<file path="config.mk">
export PLATFORM = sky130hd
export DESIGN_NAME = fft_frame_wr_sequencer
export DESIGN_NICKNAME = d
export VERILOG_FILES = /design/src/rtl/fft_frame_wr_sequencer.sv
export SDC_FILE = /design/constraint.sdc
export NUM_CORES = 1
export LEC_CHECK = 0
export BUFFER_PORTS_ARGS = -buffer_cell sky130_fd_sc_hd__buf_2
export CAP_MARGIN = 15
export CELL_PAD_IN_SITES_DETAIL_PLACEMENT = 0
export CELL_PAD_IN_SITES_GLOBAL_PLACEMENT = 2
export CORE_MARGIN = 1
export CORE_UTILIZATION = 19
export DETAILED_ROUTE_END_ITERATION = 8
export GPL_ROUTABILITY_DRIVEN = 0
export GPL_TIMING_DRIVEN = 1
export PLACE_DENSITY = 0.82
export SYNTH_ARGS = -nofsm -noshare
export SYNTH_HDL_FRONTEND = slang
export SYNTH_SLANG_ARGS = --single-unit
</file>
<file path="constraint.sdc">
create_clock -name clock -period 2.4 [get_ports clock]
set_clock_uncertainty 0.2 [all_clocks]
set_input_delay 0.24 -clock clock [delete_from_list [all_inputs] [get_ports clock]]
set_output_delay 0.24 -clock clock [all_outputs]
set_load 0.01 [all_outputs]
</file>
<file path="src/rtl/fft_frame_wr_sequencer.sv">
// ============================================================================
// Module: fft_frame_wr_sequencer
//
// Purpose
//   Drives an external FFT input-buffer address counter so that fixed-length
//   frames of 2**ADDR_W samples are captured into a two-bank ping-pong RAM.
//   A completed bank is offered to the FFT read side through frame_ready /
//   frame_bank. The reader returns it with a single-cycle frame_ack. While
//   both banks hold frames that have not been consumed, incoming samples are
//   discarded and each discarded sample is flagged on drop.
//
// Configuration macro
//   DROP_CNT_EN  : when defined, drop_cnt is a saturating count of discarded
//                  samples that clears only on reset. When undefined, no
//                  counter register exists and drop_cnt is tied to zero. The
//                  drop pulse is present in both builds.
//
// Parameters
//   ADDR_W       : address counter width; frame length is 2**ADDR_W samples
//   DROP_W       : width of drop_cnt
//
// Ports
//   clock        in   1         system clock, rising edge
//   reset        in   1         synchronous, active-high reset
//   enable       in   1         capture is armed while high
//   s_valid      in   1         input sample valid this cycle
//   tc_cnt       in   1         address counter terminal count (addr all ones)
//   addr         in   ADDR_W    address counter value, used as write address
//   sclr_cnt     out  1         synchronous clear to the address counter
//   en_cnt       out  1         count enable to the address counter
//   ram_we       out  1         RAM write enable (same as en_cnt)
//   ram_addr     out  ADDR_W+1  {ram_bank, addr}
//   ram_bank     out  1         bank currently being written
//   frame_ready  out  1         at least one bank holds an unacked frame
//   frame_bank   out  1         oldest full bank, valid while frame_ready
//   frame_ack    in   1         one-cycle pulse: reader finished frame_bank
//   busy         out  1         sequencer is not idle
//   drop         out  1         one-cycle pulse: sample discarded while stalled
//   drop_cnt     out  DROP_W    saturating count of discarded samples
// ============================================================================
module fft_frame_wr_sequencer #(
    parameter int ADDR_W = 10,
    parameter int DROP_W = 16
) (
    input  logic              clock,
    input  logic              reset,
    input  logic              enable,
    input  logic              s_valid,
    input  logic              tc_cnt,
    input  logic [ADDR_W-1:0] addr,
    output logic              sclr_cnt,
    output logic              en_cnt,
    output logic              ram_we,
    output logic [ADDR_W:0]   ram_addr,
    output logic              ram_bank,
    output logic              frame_ready,
    output logic              frame_bank,
    input  logic              frame_ack,
    output logic              busy,
    output logic              drop,
    output logic [DROP_W-1:0] drop_cnt
);

    typedef enum logic [1:0] {
        ST_IDLE  = 2'd0,
        ST_FILL  = 2'd1,
        ST_STALL = 2'd2
    } state_t;

    state_t     r_state;
    logic [1:0] r_full;
    logic       r_wb;
    logic       r_rb;

    logic       w_isIdle;
    logic       w_isFill;
    logic       w_isStall;
    logic       w_write;
    logic       w_lastWrite;
    logic       w_ackFire;
    logic [1:0] w_ackClear;
    logic [1:0] w_fullAfterAck;
    logic [1:0] w_lastSet;
    logic [1:0] w_fullNext;
    logic       w_anyFree;
    logic       w_freeBank;
    logic       w_otherBank;
    logic       w_otherFree;
    logic       w_drop;

    // ------------------------------------------------------------------------
    // State decode. All outputs are combinational functions of registered
    // state plus the current inputs, so a valid sample is written in the
    // same cycle it arrives.
    // ------------------------------------------------------------------------
    assign w_isIdle  = (r_state == ST_IDLE);
    assign w_isFill  = (r_state == ST_FILL);
    assign w_isStall = (r_state == ST_STALL);

    assign w_write     = w_isFill & s_valid & enable;
    assign w_lastWrite = w_write & tc_cnt;
    assign w_drop      = w_isStall & s_valid;

    // An ack only counts when the bank it refers to is actually full; a
    // stray ack with nothing ready is ignored.
    assign w_ackFire  = frame_ack & r_full[r_rb];
    assign w_ackClear = w_ackFire ? (2'b01 << r_rb) : 2'b00;

    // Bank occupancy once this cycle's ack is taken into account. Decisions
    // about where to write next use this view, so a bank freed in the same
    // cycle as a last write is immediately reusable.
    assign w_fullAfterAck = r_full & ~w_ackClear;
    assign w_lastSet      = w_lastWrite ? (2'b01 << r_wb) : 2'b00;
    assign w_fullNext     = w_fullAfterAck | w_lastSet;

    assign w_anyFree   = ~(&w_fullAfterAck);
    assign w_freeBank  = w_fullAfterAck[r_wb] ? ~r_wb : r_wb;
    assign w_otherBank = ~r_wb;
    assign w_otherFree = ~w_fullAfterAck[w_otherBank];

    // ------------------------------------------------------------------------
    // Output mapping.
    // ------------------------------------------------------------------------
    assign sclr_cnt    = w_isIdle;
    assign en_cnt      = w_write;
    assign ram_we      = w_write;
    assign ram_bank    = r_wb;
    assign ram_addr    = {r_wb, addr};
    assign frame_ready = |r_full;
    assign frame_bank  = r_rb;
    assign busy        = ~w_isIdle;
    assign drop        = w_drop;

    // ------------------------------------------------------------------------
    // Main sequencer. Bank flags and the read pointer update every cycle from
    // the ack/last-write logic above; the state machine chooses between
    // filling, stalling on two full banks, and idling with the counter held
    // clear. The address counter wraps to zero on its own after the last
    // write, so no explicit clear is needed when moving to the next bank.
    // ------------------------------------------------------------------------
    always_ff @(posedge clock) begin
        if (reset) begin
            r_state <= ST_IDLE;
            r_full  <= 2'b00;
            r_wb    <= 1'b0;
            r_rb    <= 1'b0;
        end else begin
            r_full <= w_fullNext;
            if (w_ackFire) begin
                r_rb <= ~r_rb;
            end

            case (r_state)
                ST_IDLE: begin
                    if (enable) begin
                        if (w_anyFree) begin
                            r_state <= ST_FILL;
                            r_wb    <= w_freeBank;
                        end else begin
                            r_state <= ST_STALL;
                        end
                    end
                end

                ST_FILL: begin
                    // A last write can only happen with enable high, so it
                    // takes priority; a partial frame abandoned by enable
                    // going low leaves its bank flag clear.
                    if (w_lastWrite) begin
                        if (w_otherFree) begin
                            r_wb <= w_otherBank;
                        end else begin
                            r_state <= ST_STALL;
                        end
                    end else if (!enable) begin
                        r_state <= ST_IDLE;
                    end
                end

                ST_STALL: begin
                    // The sample arriving in the freeing cycle is still
                    // dropped; writing resumes on the following cycle at the
                    // counter's current value, which is zero after the wrap.
                    if (!enable) begin
                        r_state <= ST_IDLE;
                    end else if (w_anyFree) begin
                        r_state <= ST_FILL;
                        r_wb    <= w_freeBank;
                    end
                end

                default: begin
                    r_state <= ST_IDLE;
                end
            endcase
        end
    end

`ifdef DROP_CNT_EN
    logic [DROP_W-1:0] r_dropCnt;

    // ------------------------------------------------------------------------
    // Saturating drop counter; it holds at all ones rather than wrapping so
    // that a large overflow is never mistaken for a small count.
    // ------------------------------------------------------------------------
    always_ff @(posedge clock) begin
        if (reset) begin
            r_dropCnt <= '0;
        end else if (w_drop && (r_dropCnt != {DROP_W{1'b1}})) begin
            r_dropCnt <= r_dropCnt + DROP_W'(1);
        end
    end

    assign drop_cnt = r_dropCnt;
`else
    assign drop_cnt = '0;
`endif

endmodule

</file>
==> results of run 1 <==
worst reg2reg max path, cell delays in order, from the launching register on:
cell     delay (ps)
dfxtp_1         410
nand2_2         100
nor2_2          170
mux2_4          320
nor4_2          230
cell usage after synthesis, drive strengths merged:
cell and instances:
buf 28, and2 1, or2 1, o31ai 1
o21ba 1, nor3b 1, nor3 1, mux2 1
o311ai 1, nor2 3, nand3b 2, a2bb2oi 1
a21boi 1, and3 2, dfxtp 6, o21ai 1
a311oi 1, inv 4, nor4 1, a21oi 5
conb 1, nand2 5, nand2b 2, a21bo 1
or3 1
logic make-up after synthesis:
group | share of synthesized area
AO/OA/AOI/OAI | 0.156
buffers and inverters | 0.384
flip-flops | 0.205
multiplexers | 0.0256
other | 0.00639
AND/OR/NAND/NOR | 0.224
per-layer routing:
metal | global-route usage | part of all wire | up-vias
li1 | - | - | 209
met1 | 0.0672 | 0.34 | 196
met2 | 0.113 | 0.51 | 26
met3 | 0.0340 | 0.11 | 5
met4 | 0.0523 | 0.035 | 0
met5 | 0 | 0 | -
cell usage in the layout (no fill, tap or decap), types with 2 or more instances in the layout:
cell type  instances
buf_2             14
nor2_1             2
conb_1            16
a21oi_1            5
nand2b_1           2
clkbuf_4           3
nand2_1            4
inv_1              4
dfxtp_1            6
and3_1             2
layout make-up:
type | instances | area, µm² | area share
Clock buffer | 3 | 22.5 | 0.0399
Inverter | 4 | 15.0 | 0.0266
Multi-Input combinational cell | 50 | 298 | 0.528
Sequential cell | 6 | 120 | 0.213
Tap cell | 31 | 38.8 | 0.0687
Timing Repair Buffer | 14 | 70.1 | 0.124
per-stage QoR:
step | utilization | power, mW | std cells
2_1_floorplan | - | 0.174 | 88
3_3_place_gp | 0.192 | 0.151 | 105
3_5_place_dp | 0.192 | 0.151 | 105
4_1_cts | 0.199 | 0.249 | 108
5_1_grt | 0.199 | 0.263 | 108
6_report | 0.199 | 0.247 | 108
power by group through the flow:
stage / clock [mW] / sequential [mW] / combinational [mW]
2_1_floorplan: 0 / 0.107 / 0.0671
3_3_place_gp: 0 / 0.107 / 0.0442
3_5_place_dp: 0 / 0.107 / 0.0443
4_1_cts: 0.0998 / 0.105 / 0.0444
5_1_grt: 0.108 / 0.106 / 0.0500
6_report: 0.0976 / 0.105 / 0.0440
registers in the layout, summed over array words and instances (netlist names):
name,flops
frame_bank,1
r_full,2
r_state,2
ram_bank,1
worst max path at each step:
stage / end / slack [ps] / depth (start not counted)
5_1_grt: en_cnt / 650 / 3
6_report: ram_we / 800 / 3
2_1_floorplan: ram_we / 930 / 3
3_3_place_gp: ram_bank / 950 / 4
4_1_cts: ram_we / 780 / 3
3_5_place_dp: ram_bank / 900 / 4
==> results.yml, run 1 <==
power_and_ir_drop:
  switching_power_mw: 0.0730
  combPwrFrac: 0.178
  sequentialPowerShare: 0.426
  p_int_mw: 0.174
  clock_power_share: 0.396
  p_leak_nw: 0.298
  p_sw_frac: 0.296
  peakVddDrop_mv: 0.118
  p_per_area_mw_per_mm2: 437
sta:
  hold_violations: 0
  finalCritPeriodShare: 0.665
  hold_ws_ps: 29.1
  clock.fmax_mhz: 626
  finalSetupTns_ps: 0
  setup-violations-final: 0
  fin_ws_ps: 803
  rsz0062_at_grt: "false"
  layout_min_cycle_time_ps: 1600
  finalMaxSlewViolations: 0
placed_design:
  hpwl_um: 871
  post-place-ws_ps: 899
  port_buffers: 14
  place_area_um2: 542
hold_path:
  hold_start: "reset"
  hold-path-endpoint: "r_full[0]"
  hold-path-cell-count: 2
  hold_class: "in -> reg"
status:
  violations: "DRC"
  status: "complete, but fails checks"
floorplanning:
  die_w_um: 57.6
  core_region_area_mm2: 0.00283
  die-area_mm2: 0.00331
  initial_utilization: 0.207
  ios: 51
  rows: 19
  fp.dieH_um: 57.6
synth:
  synth_top_area_frac: 0.358
  yosysSeqAreaShare: 0.205
  syn_area_um2: 587
  synth_top_area_cell: "buf_4"
  yosys_register_bits: 6
  avgSynthCellArea_um2: 8.04
  synth_cell_types: 28
  yosys-top-cells-area: "buf_4 36%, dfxtp_1 20%, a21oi_1 4.3%, nand3b_4 3.4%, inv_1 2.6%"
  synthCells: 73
  yosysWarningCount: 0
critical_path:
  critical_path.cell_chain: "nand2_2, nor3b_1, buf_2"
  crit_required_ps: 1960
  critical-path-top-delay-family: "flip-flops"
  critPathLaunchType: "flip-flop"
  arrival_ps: 1160
  timing.reg2reg.setup_slack_ps: 890
  critPathBufInv: 1
  path_max_fanout: 5
  criticalPathCategory: "reg -> out"
  max_stage_delay_ps: 410
  slowest_stage: "dfxtp_1"
  critPathLaunch: "r_state[0]"
  rr_worst_depth: 4
  r2r-start: "r_state[0]"
  end_kind: "output pin"
  r2r_end: "ram_bank"
clock_network:
  clk_pin_slew_ps: 50
  htreeDepth: 1
  cts_tree: "yes"
  clock_path_buffers: 2
  cts-root-buf: "clkbuf_4"
  cts_resized: 0
  clock_latency_ps: 250
  ctsHoldBuffers: 0
  cts_setup_buffers: 0
  numCtsBuffers: 3
  cts.sinks: 6
drt:
  viasPerCell: 4.04
  antenna_left: 0
  dr.first_iter.drc_count: 8
  first_pass_iters: 5
  wl_mm: 1.04
  vias: 436
  wl_per_cell_um: 9.64
  drc: 9
cells_and_area:
  final_nets: 95
  fin_area_um2: 564
  fill_cells: 323
  antenna_cells: 0
  drive_gt1_frac: 0.299
  area_growth_pct: -3.84
grt:
  grt_pass1_wl_mm: 1.67
  grt_start_max_net_pins: 11
  antenna_found_initial: 0
  grt-ovfl-total: 0
  gr-usage-all-layers: 0.0693
  grt_pass1_vias: 369
run:
  drv_cap: 0
Power figures use the tool's default switching activity.
==> run 2: changes to the inputs <==
CORE_UTILIZATION = 18   (was 19)
PLACE_DENSITY = 0.79   (was 0.82)
clock period = 1.5 ns   (was 2.4 ns; I/O delays follow)
==> run 2 against run 1 <==
  * The flow now finishes without violations
  * Non-clock buffer count rose by 6
  * Sequential cell count did not move
  * Global-route usage fell by 0.57 points
  * First-iteration DRC count fell by 13%
  * Clock power rose by 58%
  * Clock-buffer cell count did not move
  * Core utilization rose by 1.6 points
  * Sequential power rose by 61%
  * Combinational power rose by 91%
  * Critical path depth rose by 1
  * Via count rose by 2.3%
  * Critical endpoint is now ram_bank
  * Largest power group unchanged
==> results.yml, run 2 (same netlist as run 1, synthesis figures left out) <==
status:
  status: "finished, final reports clean"
cells_and_area:
  drive_gt1_frac: 0.398
  area_growth_pct: 12.8
  mostFrequentLayoutCell: "conb_1"
  final_nets: 101
  multi_input_area_um2: 320
  mostFrequentLayoutCells: "16 x conb_1, 14 x buf_2, 5 x a21oi_1, 5 x dfxtp_2"
  fin_cells: 127
  top_regs: "r_full x2, r_state x2"
  antenna_cells: 0
  finish.utilization: 0.215
  regArea_um2: 126
  fill_cells: 345
grt:
  grt-ovfl-total: 0
  grt_start_max_net_pins: 11
  grt_pass1_vias: 387
  antenna_found_initial: 0
  grt_pass1_wl_mm: 1.57
  gr-usage-all-layers: 0.0636
drt:
  vias: 446
  dr.first_iter.drc_count: 7
  first_pass_iters: 4
  drc: 0
  wl_mm: 1.06
  antenna_left: 0
  viasPerCell: 3.51
  wl_per_cell_um: 8.33
placed_design:
  dpl.cell_count: 118
  hpwl_um: 849
  post-place-ws_ps: 25.5
  port_buffers: 14
run:
  drv_cap: 0
floorplanning:
  fp.dieH_um: 59.1
  initial_utilization: 0.191
  die_w_um: 59.1
  rows: 20
  core_region_area_mm2: 0.00308
  die-area_mm2: 0.00349
  ios: 51
power_and_ir_drop:
  sequentialPowerShare: 0.415
  peakVddDrop_mv: 0.227
  p_per_area_mw_per_mm2: 615
  p_leak_nw: 0.332
  power.total_mw: 0.407
  clock_power_share: 0.378
  switching_power_mw: 0.119
  p_sw_frac: 0.293
  p_int_mw: 0.288
  combPwrFrac: 0.206
hold_path:
  hold-path-cell-count: 3
  hold_class: "in -> reg"
critical_path:
  timing.reg2reg.setup_slack_ps: 70
  critPathLaunch: "r_state[1]"
  criticalPathCategory: "reg -> reg"
  crit_required_ps: 1460
  endpoint: "ram_bank"
  r2r-start: "r_state[1]"
  critical_path.cell_chain: "nand3b_4, nor2_4, mux2_4, nor4_2"
  path_max_fanout: 4
  critPathLaunchType: "flip-flop"
  arrival_ps: 1390
  slowest_stage: "dfxtp_2"
  r2r_end: "ram_bank"
  rr_worst_depth: 4
  max_stage_delay_ps: 330
  end_kind: "flip-flop"
sta:
  fin_ws_ps: 65.8
  rsz0062_at_grt: "false"
  finalCritPeriodShare: 0.956
  hold_violations: 0
  finalSetupTns_ps: 0
  setup-violations-final: 0
  layout_min_cycle_time_ps: 1430
  finalMaxSlewViolations: 0
  clock.fmax_mhz: 697
clock_network:
  cts.sinks: 6
  cts_tree: "yes"
  cts-root-buf: "clkbuf_4"
  clk_pin_slew_ps: 50
  clock_latency_ps: 250
  numCtsBuffers: 3
  htreeDepth: 1
  clock_path_buffers: 2
## run 2: cell count changes in the layout (fill, tap and decap cells not counted), moves of 3 or more
| cell | previous run | this run |
|---|---|---|
| dfxtp_1 | 6 | 1 |
| dfxtp_2 | 0 | 5 |
| buf_4 | 0 | 3 |
| dlygate4sd3_1 | 0 | 3 |
## run 2: critical path: cells and delay by family (launching register included)
kind,cells,cell delay (ps)
flip-flops,1,330
multiplexers,1,300
AND/OR/NAND/NOR,3,500
## run 2: per-layer routing
| metal | track usage | part of all wire | vias to the layer above | routed length (µm) |
|---|---|---|---|---|
| li1 | - | - | 222 | - |
| met1 | 0.0636 | 0.40 | 203 | 422 |
| met2 | 0.0990 | 0.49 | 15 | 519 |
| met3 | 0.0371 | 0.086 | 6 | 91 |
| met4 | 0.0442 | 0.023 | 0 | 24 |
| met5 | 0 | 0 | - | 0 |
## run 2: area by class of cell
class	count	area share
Multi-Input combinational cell	50	0.484
Inverter	4	0.0227
Tap cell	44	0.0832
Sequential cell	6	0.191
Clock buffer	3	0.0340
Timing Repair Buffer	20	0.185
## run 2: power groups by stage
| stage | registers (mW) | clock network, mW | logic (mW) |
|---|---|---|---|
| 3_5_place_dp | 0.171 | 0 | 0.0709 |
| 2_1_floorplan | 0.171 | 0 | 0.107 |
| 5_1_grt | 0.170 | 0.172 | 0.0926 |
| 6_report | 0.169 | 0.154 | 0.0841 |
| 3_3_place_gp | 0.171 | 0 | 0.0707 |
| 4_1_cts | 0.168 | 0.161 | 0.0766 |
## run 2: how the worst min path moves through the flow
stage	from	to	slack, ps
detailed placement	addr[9]	ram_addr[9]	100
global placement	addr[9]	ram_addr[9]	100
floorplan	reset	r_full[0]	20
CTS	enable	r_state[0]	0.9
global route	frame_ack	frame_bank	60
finish	frame_ack	frame_bank	40
## run 2: what timing repair did
action,CTS,global route
endpoints found under the setup margin,2,4
cloned,0,0
endpoints found under the hold margin,4,1
buffers inserted,0,3
resized for setup,2,7
hold buffers,2,1
pin swaps,0,5
## run 2: per-stage QoR
step                      hold slack [ps]  instance area, µm²
after floorplan                      19.1                 643
after global placement                100                 558
after detailed placement              100                 558
after CTS                           0.860                 611
after global routing                 56.2                 662
final                                41.0                 662
